### src/rtl/dual_issue_scheduler.sv
// Decode-stage issue controller for the two-lane in-order pipeline.
// Decides dual issue, split issue (lane 1 then lane 2) or stall, covering
// load-use, intra-pair RAW/WAW and shared multiply/divide unit hazards.
//
// state  | meaning
// -------+-----------------------------------------------------------
// PAIR   | both ID instructions pending; evaluate the whole pair
// SECOND | lane 1 already issued; only lane 2 remains in ID
module dual_issue_scheduler #(
  parameter int unsigned MDU_LAT = 4
) (
  input  logic       clk,
  input  logic       rst,
  input  logic       flush,
  input  logic       id_valid,
  input  logic [4:0] id_rs11,
  input  logic [4:0] id_rs12,
  input  logic [4:0] id_rs21,
  input  logic [4:0] id_rs22,
  input  logic [4:0] id_rd1,
  input  logic [4:0] id_rd2,
  input  logic       id_we1,
  input  logic       id_we2,
  input  logic       id_mdu1,
  input  logic       id_mdu2,
  input  logic [4:0] ex_rd1,
  input  logic [4:0] ex_rd2,
  input  logic       ex_load1,
  input  logic       ex_load2,
  output logic       issue1,
  output logic       issue2,
  output logic       id_stall,
  output logic       ex_bubble,
  output logic       mdu_start,
  output logic       mdu_busy
);

  typedef enum logic {
    PAIR   = 1'b0,
    SECOND = 1'b1
  } state_e;

  state_e     state_q, state_d;
  logic [3:0] mdu_cnt_q, mdu_cnt_d;
  logic [4:0] mdu_tag_q, mdu_tag_d;

  logic busy_int;
  logic lu1, lu2, mdu_hz1, mdu_hz2, hz1, hz2, split;
  logic [4:0] tag_new;

  // A writer to x0 or a disabled writer never creates a dependency.
  function automatic logic src_match(input logic [4:0] src,
                                     input logic [4:0] rd,
                                     input logic       we);
    return we && (rd != 5'd0) && (src == rd);
  endfunction

  // Per-lane hazard detection and the pair split decision.
  always_comb begin
    busy_int = (mdu_cnt_q != 4'd0);
    lu1 = src_match(id_rs11, ex_rd1, ex_load1) | src_match(id_rs11, ex_rd2, ex_load2) |
          src_match(id_rs12, ex_rd1, ex_load1) | src_match(id_rs12, ex_rd2, ex_load2);
    lu2 = src_match(id_rs21, ex_rd1, ex_load1) | src_match(id_rs21, ex_rd2, ex_load2) |
          src_match(id_rs22, ex_rd1, ex_load1) | src_match(id_rs22, ex_rd2, ex_load2);
    mdu_hz1 = busy_int && (id_mdu1 || ((mdu_tag_q != 5'd0) &&
              ((id_rs11 == mdu_tag_q) || (id_rs12 == mdu_tag_q))));
    mdu_hz2 = busy_int && (id_mdu2 || ((mdu_tag_q != 5'd0) &&
              ((id_rs21 == mdu_tag_q) || (id_rs22 == mdu_tag_q))));
    hz1 = lu1 | mdu_hz1;
    hz2 = lu2 | mdu_hz2;
    split = src_match(id_rs21, id_rd1, id_we1) |
            src_match(id_rs22, id_rd1, id_we1) |
            (id_we1 && id_we2 && (id_rd1 != 5'd0) && (id_rd1 == id_rd2)) |
            (id_mdu1 && id_mdu2) |
            hz2;
  end

  // Issue/stall decision and next-state; flush overrides every hazard.
  always_comb begin
    state_d   = state_q;
    issue1    = 1'b0;
    issue2    = 1'b0;
    id_stall  = 1'b0;
    ex_bubble = 1'b0;
    if (rst) begin
      state_d = PAIR;
    end else if (flush) begin
      ex_bubble = 1'b1;
      state_d   = PAIR;
    end else begin
      case (state_q)
        PAIR: begin
          if (id_valid) begin
            if (hz1) begin
              id_stall  = 1'b1;
              ex_bubble = 1'b1;
            end else if (split) begin
              issue1   = 1'b1;
              id_stall = 1'b1;
              state_d  = SECOND;
            end else begin
              issue1 = 1'b1;
              issue2 = 1'b1;
            end
          end
        end
        SECOND: begin
          if (!id_valid) begin
            state_d = PAIR;
          end else if (hz2) begin
            id_stall  = 1'b1;
            ex_bubble = 1'b1;
          end else begin
            issue2  = 1'b1;
            state_d = PAIR;
          end
        end
        default: state_d = PAIR;
      endcase
    end
  end

  // MDU occupancy: a new start reloads the counter even if it is expiring.
  always_comb begin
    mdu_start = (issue1 & id_mdu1) | (issue2 & id_mdu2);
    if (issue1 && id_mdu1) tag_new = id_we1 ? id_rd1 : 5'd0;
    else                   tag_new = id_we2 ? id_rd2 : 5'd0;
    if (mdu_start)     mdu_cnt_d = 4'(MDU_LAT);
    else if (busy_int) mdu_cnt_d = mdu_cnt_q - 4'd1;
    else               mdu_cnt_d = 4'd0;
    if (mdu_start)                            mdu_tag_d = tag_new;
    else if (flush || (mdu_cnt_d == 4'd0))    mdu_tag_d = 5'd0;
    else                                      mdu_tag_d = mdu_tag_q;
    mdu_busy = busy_int & ~rst;
  end

  // State registers with synchronous reset.
  always_ff @(posedge clk) begin
    if (rst) begin
      state_q   <= PAIR;
      mdu_cnt_q <= 4'd0;
      mdu_tag_q <= 5'd0;
    end else begin
      state_q   <= state_d;
      mdu_cnt_q <= mdu_cnt_d;
      mdu_tag_q <= mdu_tag_d;
    end
  end

endmodule

### config.mk
export PLATFORM = sky130hd
export DESIGN_NAME = dual_issue_scheduler
export DESIGN_NICKNAME = d
export VERILOG_FILES = /design/src/rtl/dual_issue_scheduler.sv
export SDC_FILE = /design/constraint.sdc
export NUM_CORES = 1
export LEC_CHECK = 0
export BUFFER_PORTS_ARGS = -buffer_cell sky130_fd_sc_hd__buf_2
export CORE_ASPECT_RATIO = 0.5
export CORE_MARGIN = 2
export CORE_UTILIZATION = 35
export CTS_BUF_LIST = sky130_fd_sc_hd__clkbuf_4 sky130_fd_sc_hd__clkbuf_8 sky130_fd_sc_hd__clkbuf_16
export CTS_CLUSTER_SIZE = 25
export DETAILED_ROUTE_END_ITERATION = 12
export PLACE_DENSITY_LB_ADDON = 0.08
export SLEW_MARGIN = 20
export SYNTH_ARGS = -nofsm -noshare
export SYNTH_HDL_FRONTEND = slang
export SYNTH_SLANG_ARGS = --single-unit
### constraint.sdc
create_clock -name clk -period 2.4 [get_ports clk]
set_input_delay 0.48 -clock clk [delete_from_list [all_inputs] [get_ports clk]]
set_output_delay 0.48 -clock clk [all_outputs]
set_load 0.02 [all_outputs]
**Yosys cells after proc, flatten, opt, wreduce, memory -nomap -nowiden**

Index checks and enable logic that the tools add are counted.

- Register bits after elaboration: 10
- Input bits: 50
- Word-level logic and storage cells: 108

- Add/sub/neg operators: 1
- Bitwise logic cells: 18
- Equality and inequality tests: 15
- Reduce and logical (&&, ||, !) cells: 35
- Muxes and demuxes: 36

Operators by type and width:

| operator | number |
|---|---|
| 5-bit == test | 15 |
| 1-bit 2-to-1 mux | 25 |
| 5-bit 2-to-1 mux | 5 |
| 1-bit logical AND | 22 |
| 5-bit nonzero test | 4 |
| 1-bit bitwise OR | 13 |
| 4-bit 2-to-1 mux | 2 |
| 1-bit one-hot mux with 2 select lines | 4 |
| 1-bit logical OR | 5 |
| 4-bit logical NOT | 1 |
| 4-bit nonzero test | 1 |
| 4-bit by 1-bit subtractor with 4-bit output, second input constant | 1 |
| 1-bit AND | 3 |
| 1-bit inverter | 2 |
| 2-bit nonzero test | 1 |
| 2-bit OR reduction | 1 |

**Logic depth before layout (Yosys ltp)**

- Word-level depth: 21
- Gate-level depth with buffers: 9
- Depth with buffers taken out: 9

**Least setup slack after synthesis**

No wires, ideal clock.

- Kind: input-to-output
- Start point: in ex_rd1[3]
- End point: out issue1
- Data required time: 1,920 ps
- Data arrival time: 2,121 ps
- Stages on the path: 6
- Slack: -201 ps
- Path through: clkbuf_1 > or4_1 > o21ai_2 > o22a_2 > o21ai_0 > nor3_1

- Longest elaborated chain between the ends: 12
- Elaborated cells between the ends (all ways): 15
- Those cells by class: eq/ne (2); mux (5); bitwise (4); reduce/logical (4)

Ends and longest elaborated chain:

| element | RTL line | text |
|---|---|---|
| start: declaration | 26 | `input logic [4:0] ex_rd1,` |
| 5-bit nonzero test | 55 | `return we && (rd != 5'd0) && (src == rd);` |
| 1-bit logical AND (2 in a row) | 55 |  |
| 1-bit bitwise OR | 61 | `lu1 = src_match(id_rs11, ex_rd1, ex_load1) \| src_match(id_rs11, ex_rd2, ex_load2) \|` |
| 1-bit bitwise OR * | 61 |  |
| 1-bit bitwise OR * | 62 | `src_match(id_rs12, ex_rd1, ex_load1) \| src_match(id_rs12, ex_rd2, ex_load2);` |
| 1-bit bitwise OR * | 69 | `hz1 = lu1 \| mdu_hz1;` |
| 1-bit 2-to-1 mux * | 94 | `if (hz1) begin` |
| 1-bit 2-to-1 mux * | 93 | `if (id_valid) begin` |
| 1-bit 2-to-1 mux * | 91 | `case (state_q)` |
| 1-bit 2-to-1 mux * | 87 | `end else if (flush) begin` |
| 1-bit 2-to-1 mux * | 85 | `if (rst) begin` |
| end: declaration | 30 | `output logic issue1,` |

Every way passes the cells marked *; elsewhere a longest branch is shown, timed or not.

**Final worst setup path**

- Start point: reg mdu_tag_q[3]
- End point: out issue2

- Longest elaborated chain between the ends: 13
- Elaborated cells between the ends (all ways): 24
- Those cells by class: eq/ne (4); mux (8); bitwise (3); reduce/logical (9)

Ends and longest elaborated chain:

| element | RTL line | text |
|---|---|---|
| start: declaration | 45 | `logic [4:0] mdu_tag_q, mdu_tag_d;` |
| start signal: assignment | 146 | `mdu_tag_q <= mdu_tag_d;` |
| 5-bit == test | 68 | `((id_rs21 == mdu_tag_q) \|\| (id_rs22 == mdu_tag_q))));` |
| 1-bit logical OR | 68 |  |
| 1-bit logical AND | 67 | `mdu_hz2 = busy_int && (id_mdu2 \|\| ((mdu_tag_q != 5'd0) &&` |
| 1-bit logical OR | 67 |  |
| 1-bit logical AND | 67 |  |
| 1-bit bitwise OR | 70 | `hz2 = lu2 \| mdu_hz2;` |
| 1-bit bitwise OR | 74 | `(id_mdu1 && id_mdu2) \|` |
| 1-bit 2-to-1 mux | 97 | `end else if (split) begin` |
| 1-bit 2-to-1 mux | 94 |  |
| 1-bit 2-to-1 mux | 93 |  |
| 1-bit one-hot mux with 2 select lines * | 91 |  |
| 1-bit 2-to-1 mux * | 87 |  |
| 1-bit 2-to-1 mux * | 85 |  |
| end: declaration | 31 | `output logic issue2,` |

Marks and branches as above.

==> metrics.txt <==
# TYPE chip_impl_metric gauge
chip_impl_metric{name="overall_global_routing_usage",unit="%"} 20.3
chip_impl_metric{name="synth_area_per_cell",unit="µm²"} 8.06
chip_impl_metric{name="synth-async-reset-ratio",unit="%"} 0
chip_impl_metric{name="grt_pass1_vias",unit=""} 1669
chip_impl_metric{name="die_w",unit="µm"} 101
chip_impl_metric{name="slew-limit-headroom",unit="%"} 75.2
chip_impl_info{name="rsz0062_at_grt",value="true"} 1
chip_impl_metric{name="vias_per_std_cell",unit=""} 4.96
chip_impl_metric{name="io_pins",unit=""} 56
chip_impl_metric{name="power_leakage",unit="nW"} 1.12
chip_impl_info{name="reg2reg_to",value="mdu_tag_q[2]"} 1
chip_impl_metric{name="hpwlAfterDp",unit="µm"} 4290
chip_impl_metric{name="power_density",unit="nW/µm²"} 521
chip_impl_info{name="min_delay_worst_endpoint",value="mdu_tag_q[1]"} 1
chip_impl_info{name="run_status",value="finished with violations"} 1
chip_impl_metric{name="ys_seq_elements",unit=""} 10
chip_impl_metric{name="finalCritPeriodShare",unit="%"} 110
chip_impl_metric{name="worst_slew_pin_slew",unit="ps"} 369
chip_impl_metric{name="initial_utilization",unit="%"} 37.0
chip_impl_metric{name="layout-drive-gt1-share",unit="%"} 47.3
chip_impl_metric{name="number_of_buffers_added_by_the_clock_tree_synthesis_step",unit=""} 3
chip_impl_info{name="min_from",value="id_rd2[1]"} 1
chip_impl_metric{name="maxClockFrequency",unit="MHz"} 380
chip_impl_metric{name="worst-endpoint-arrival",unit="ps"} 2150
chip_impl_metric{name="post-place-cells",unit=""} 347
chip_impl_metric{name="ir_drop",unit="µV"} 543
chip_impl_metric{name="synth_fp_nets",unit=""} 256
chip_impl_metric{name="remaining_drc_errors",unit=""} 0
chip_impl_metric{name="wire_per_inst",unit="µm"} 14.6
chip_impl_metric{name="global_route.overflow_total",unit=""} 0
chip_impl_info{name="cp-end-kind",value="output port"} 1
chip_impl_metric{name="postRouteAntennaNets",unit=""} 0
chip_impl_metric{name="die_h",unit="µm"} 52.6
chip_impl_metric{name="place_congestion",unit=""} 0.845
chip_impl_metric{name="setup_viol",unit=""} 5
chip_impl_metric{name="dieArea",unit="µm²"} 5320
chip_impl_metric{name="worstRegToRegCells",unit=""} 8
chip_impl_metric{name="clock_skew_after_layout",unit="ps"} 1.12
chip_impl_info{name="tritoncts",value="yes"} 1
chip_impl_metric{name="synth.yosys.seq_area_share",unit="%"} 12.1
chip_impl_info{name="dominantRegCellSynth",value="sky130_fd_sc_hd__dfxtp_1"} 1
chip_impl_metric{name="final_critical_path_required_period",unit="ps"} 2630
chip_impl_metric{name="cts-hold-fix-buffers",unit=""} 0
chip_impl_info{name="mostFrequentLayoutCells",value="51 x sky130_fd_sc_hd__buf_2, 50 x sky130_fd_sc_hd__xor2_1, 48 x sky130_fd_sc_hd__buf_4"} 1
chip_impl_info{name="layout.cells.most_common",value="sky130_fd_sc_hd__buf_2"} 1
chip_impl_metric{name="grt_pass1_wl",unit="µm"} 8170
chip_impl_metric{name="detail_route.wirelength",unit="µm"} 5140
chip_impl_metric{name="io_buffers",unit=""} 55
chip_impl_metric{name="layout.nets",unit=""} 346
chip_impl_metric{name="core_area",unit="µm²"} 4470
chip_impl_metric{name="antennaDiodeCount",unit=""} 0
chip_impl_metric{name="synthDistinctLibCells",unit=""} 46
chip_impl_info{name="setup.worst_path.start",value="mdu_tag_q[3]"} 1
chip_impl_metric{name="clk_pin_slew_worst_paths",unit="ps"} 50
chip_impl_metric{name="postLayoutSetupSlackWorst",unit="ps"} -230
chip_impl_metric{name="yosys_warns",unit=""} 0
chip_impl_metric{name="clock_tree.htree_level_count",unit=""} 1
chip_impl_metric{name="detailedRoute.firstPassIterationCount",unit=""} 4
chip_impl_metric{name="hold_viol_final",unit=""} 0
chip_impl_info{name="timing_worst_setup_path_type",value="reg -> out"} 1
chip_impl_metric{name="grt_start_max_net_pins",unit=""} 9
chip_impl_metric{name="layout_area_overhead",unit="%"} 45.3
chip_impl_metric{name="critical_path_required",unit="ps"} 1920
chip_impl_metric{name="antenna_found_initial",unit=""} 0
chip_impl_metric{name="maxSlewViolCount",unit=""} 0
chip_impl_info{name="timing.critical_path.from_type",value="flop"} 1
chip_impl_metric{name="synth_area",unit="µm²"} 1650
chip_impl_info{name="launching_point_of_the_worst_reg2reg_path",value="mdu_tag_q[3]"} 1
chip_impl_metric{name="first_iter_violations",unit=""} 53
chip_impl_metric{name="number_of_flops_mapped_to_enable_cells_by_yosys",unit=""} 0
chip_impl_metric{name="routed-via-count",unit=""} 1741
chip_impl_metric{name="floorplan.rows",unit=""} 17
chip_impl_info{name="violations",value="negative setup slack"} 1
chip_impl_info{name="hp-class",value="in -> reg"} 1
chip_impl_metric{name="max_cap_viols",unit=""} 0
chip_impl_metric{name="ff2ff_setup_slack",unit="ps"} 380
chip_impl_metric{name="hold_ws",unit="ps"} 516
chip_impl_metric{name="clockBufferDepth",unit=""} 2
chip_impl_metric{name="cp_max_fo",unit=""} 4
chip_impl_metric{name="syn-instance-count",unit=""} 205
chip_impl_metric{name="layout.cells.non_filler",unit=""} 351
chip_impl_metric{name="cts_sinks",unit=""} 10
chip_impl_info{name="cts_root_buf",value="sky130_fd_sc_hd__clkbuf_8"} 1
chip_impl_metric{name="clk_latency",unit="ps"} 240
chip_impl_metric{name="finalPower",unit="mW"} 1.25
chip_impl_metric{name="timing.hold.worst_path_depth",unit=""} 2
==> how the worst max path moves through the flow <==
stage | end | cells past startpoint
finish | issue2 | 8
global route | ex_bubble | 8
CTS | issue2 | 7
detailed placement | mdu_start | 9
global placement | mdu_start | 9
floorplan | mdu_start | 7
==> repair_timing <==
item,CTS,global route
resized for setup,12,7
setup endpoints to repair,5,5
pin swaps,6,5
setup buffers,0,0
==> state kept, by name (all words and copies together), names as in the netlist <==
signal	flops
mdu_tag_q	5
state_q	1
mdu_cnt_q	4
==> metal layers <==
layer	GRT usage (%)	routed length (µm)	up-vias
met2	33.2	2220	48
met1	29.0	2630	802
met4	4.73	41	0
li1	-	-	886
met3	1.87	243	5
met5	0	0	-
==> synthesized netlist by cell type (4+ instances only) <==
cell type | n | area, µm²
sky130_fd_sc_hd__a21oi_1 | 5 | 25.0
sky130_fd_sc_hd__a22oi_1 | 4 | 30.0
sky130_fd_sc_hd__a32o_2 | 5 | 56.3
sky130_fd_sc_hd__clkbuf_1 | 9 | 33.8
sky130_fd_sc_hd__dfxtp_1 | 10 | 200
sky130_fd_sc_hd__inv_1 | 6 | 22.5
sky130_fd_sc_hd__nand2_1 | 4 | 15.0
sky130_fd_sc_hd__nand3_1 | 9 | 45.0
sky130_fd_sc_hd__nor2_1 | 14 | 52.6
sky130_fd_sc_hd__nor3_1 | 14 | 70.1
sky130_fd_sc_hd__o21ai_0 | 4 | 20.0
sky130_fd_sc_hd__xnor2_1 | 25 | 219
sky130_fd_sc_hd__xor2_1 | 50 | 438
==> layout make-up <==
cell class | instances | area (µm²)
inverters | 6 | 22.5
multi-input cells | 173 | 1410
well taps | 57 | 71.3
repair buffers | 101 | 638
flip-flops and latches | 10 | 203
fillers | 462 | 2060
clock buffers | 4 | 55.1
==> kinds of logic (layout without fill, tap and decap cells) <==
| family | count (synthesis) | after routing | synth area share [%] |
|---|---|---|---|
| xor+xnor | 75 | 75 | 39.7 |
| flops | 10 | 10 | 12.1 |
| fa+ha+maj | 1 | 1 | 0.757 |
| buf+inv | 22 | 111 | 7.34 |
| compound gates | 34 | 34 | 17.8 |
| simple gates | 63 | 63 | 22.3 |
==> per-stage QoR <==
| step | utilization, % | cell area [µm²] | setup TNS [ps] | setup slack, ps |
|---|---|---|---|---|
| after global placement | 50.8 | 2270 | -893 | -217 |
| after detailed placement | 50.8 | 2270 | -921 | -242 |
| after floorplan | - | 1690 | -61.1 | -61.1 |
| after global routing | 53.8 | 2400 | -1480 | -352 |
| final | 53.8 | 2400 | -958 | -230 |
| after CTS | 53.0 | 2370 | -1070 | -264 |
==> power breakdown <==
| group | leakage, nW | internal, mW | switching (mW) |
|---|---|---|---|
| Sequential | 0.0823 | 0.197 | 0.0278 |
| Clock | 0.0288 | 0.145 | 0.0719 |
| Combinational | 1.01 | 0.402 | 0.408 |
| Total | 1.12 | 0.744 | 0.508 |
==> critical path, cell delays in order (launching register included) <==
cell and delay (ps):
sky130_fd_sc_hd__dfxtp_1 310, sky130_fd_sc_hd__or4_4 550, sky130_fd_sc_hd__nor2_4 190, sky130_fd_sc_hd__nor4_4 90, sky130_fd_sc_hd__o31ai_4 250, sky130_fd_sc_hd__o211ai_4 140, sky130_fd_sc_hd__buf_4 170, sky130_fd_sc_hd__nor2b_4 100
sky130_fd_sc_hd__buf_6 110
Note: power is estimated with default switching activity, not from simulation.
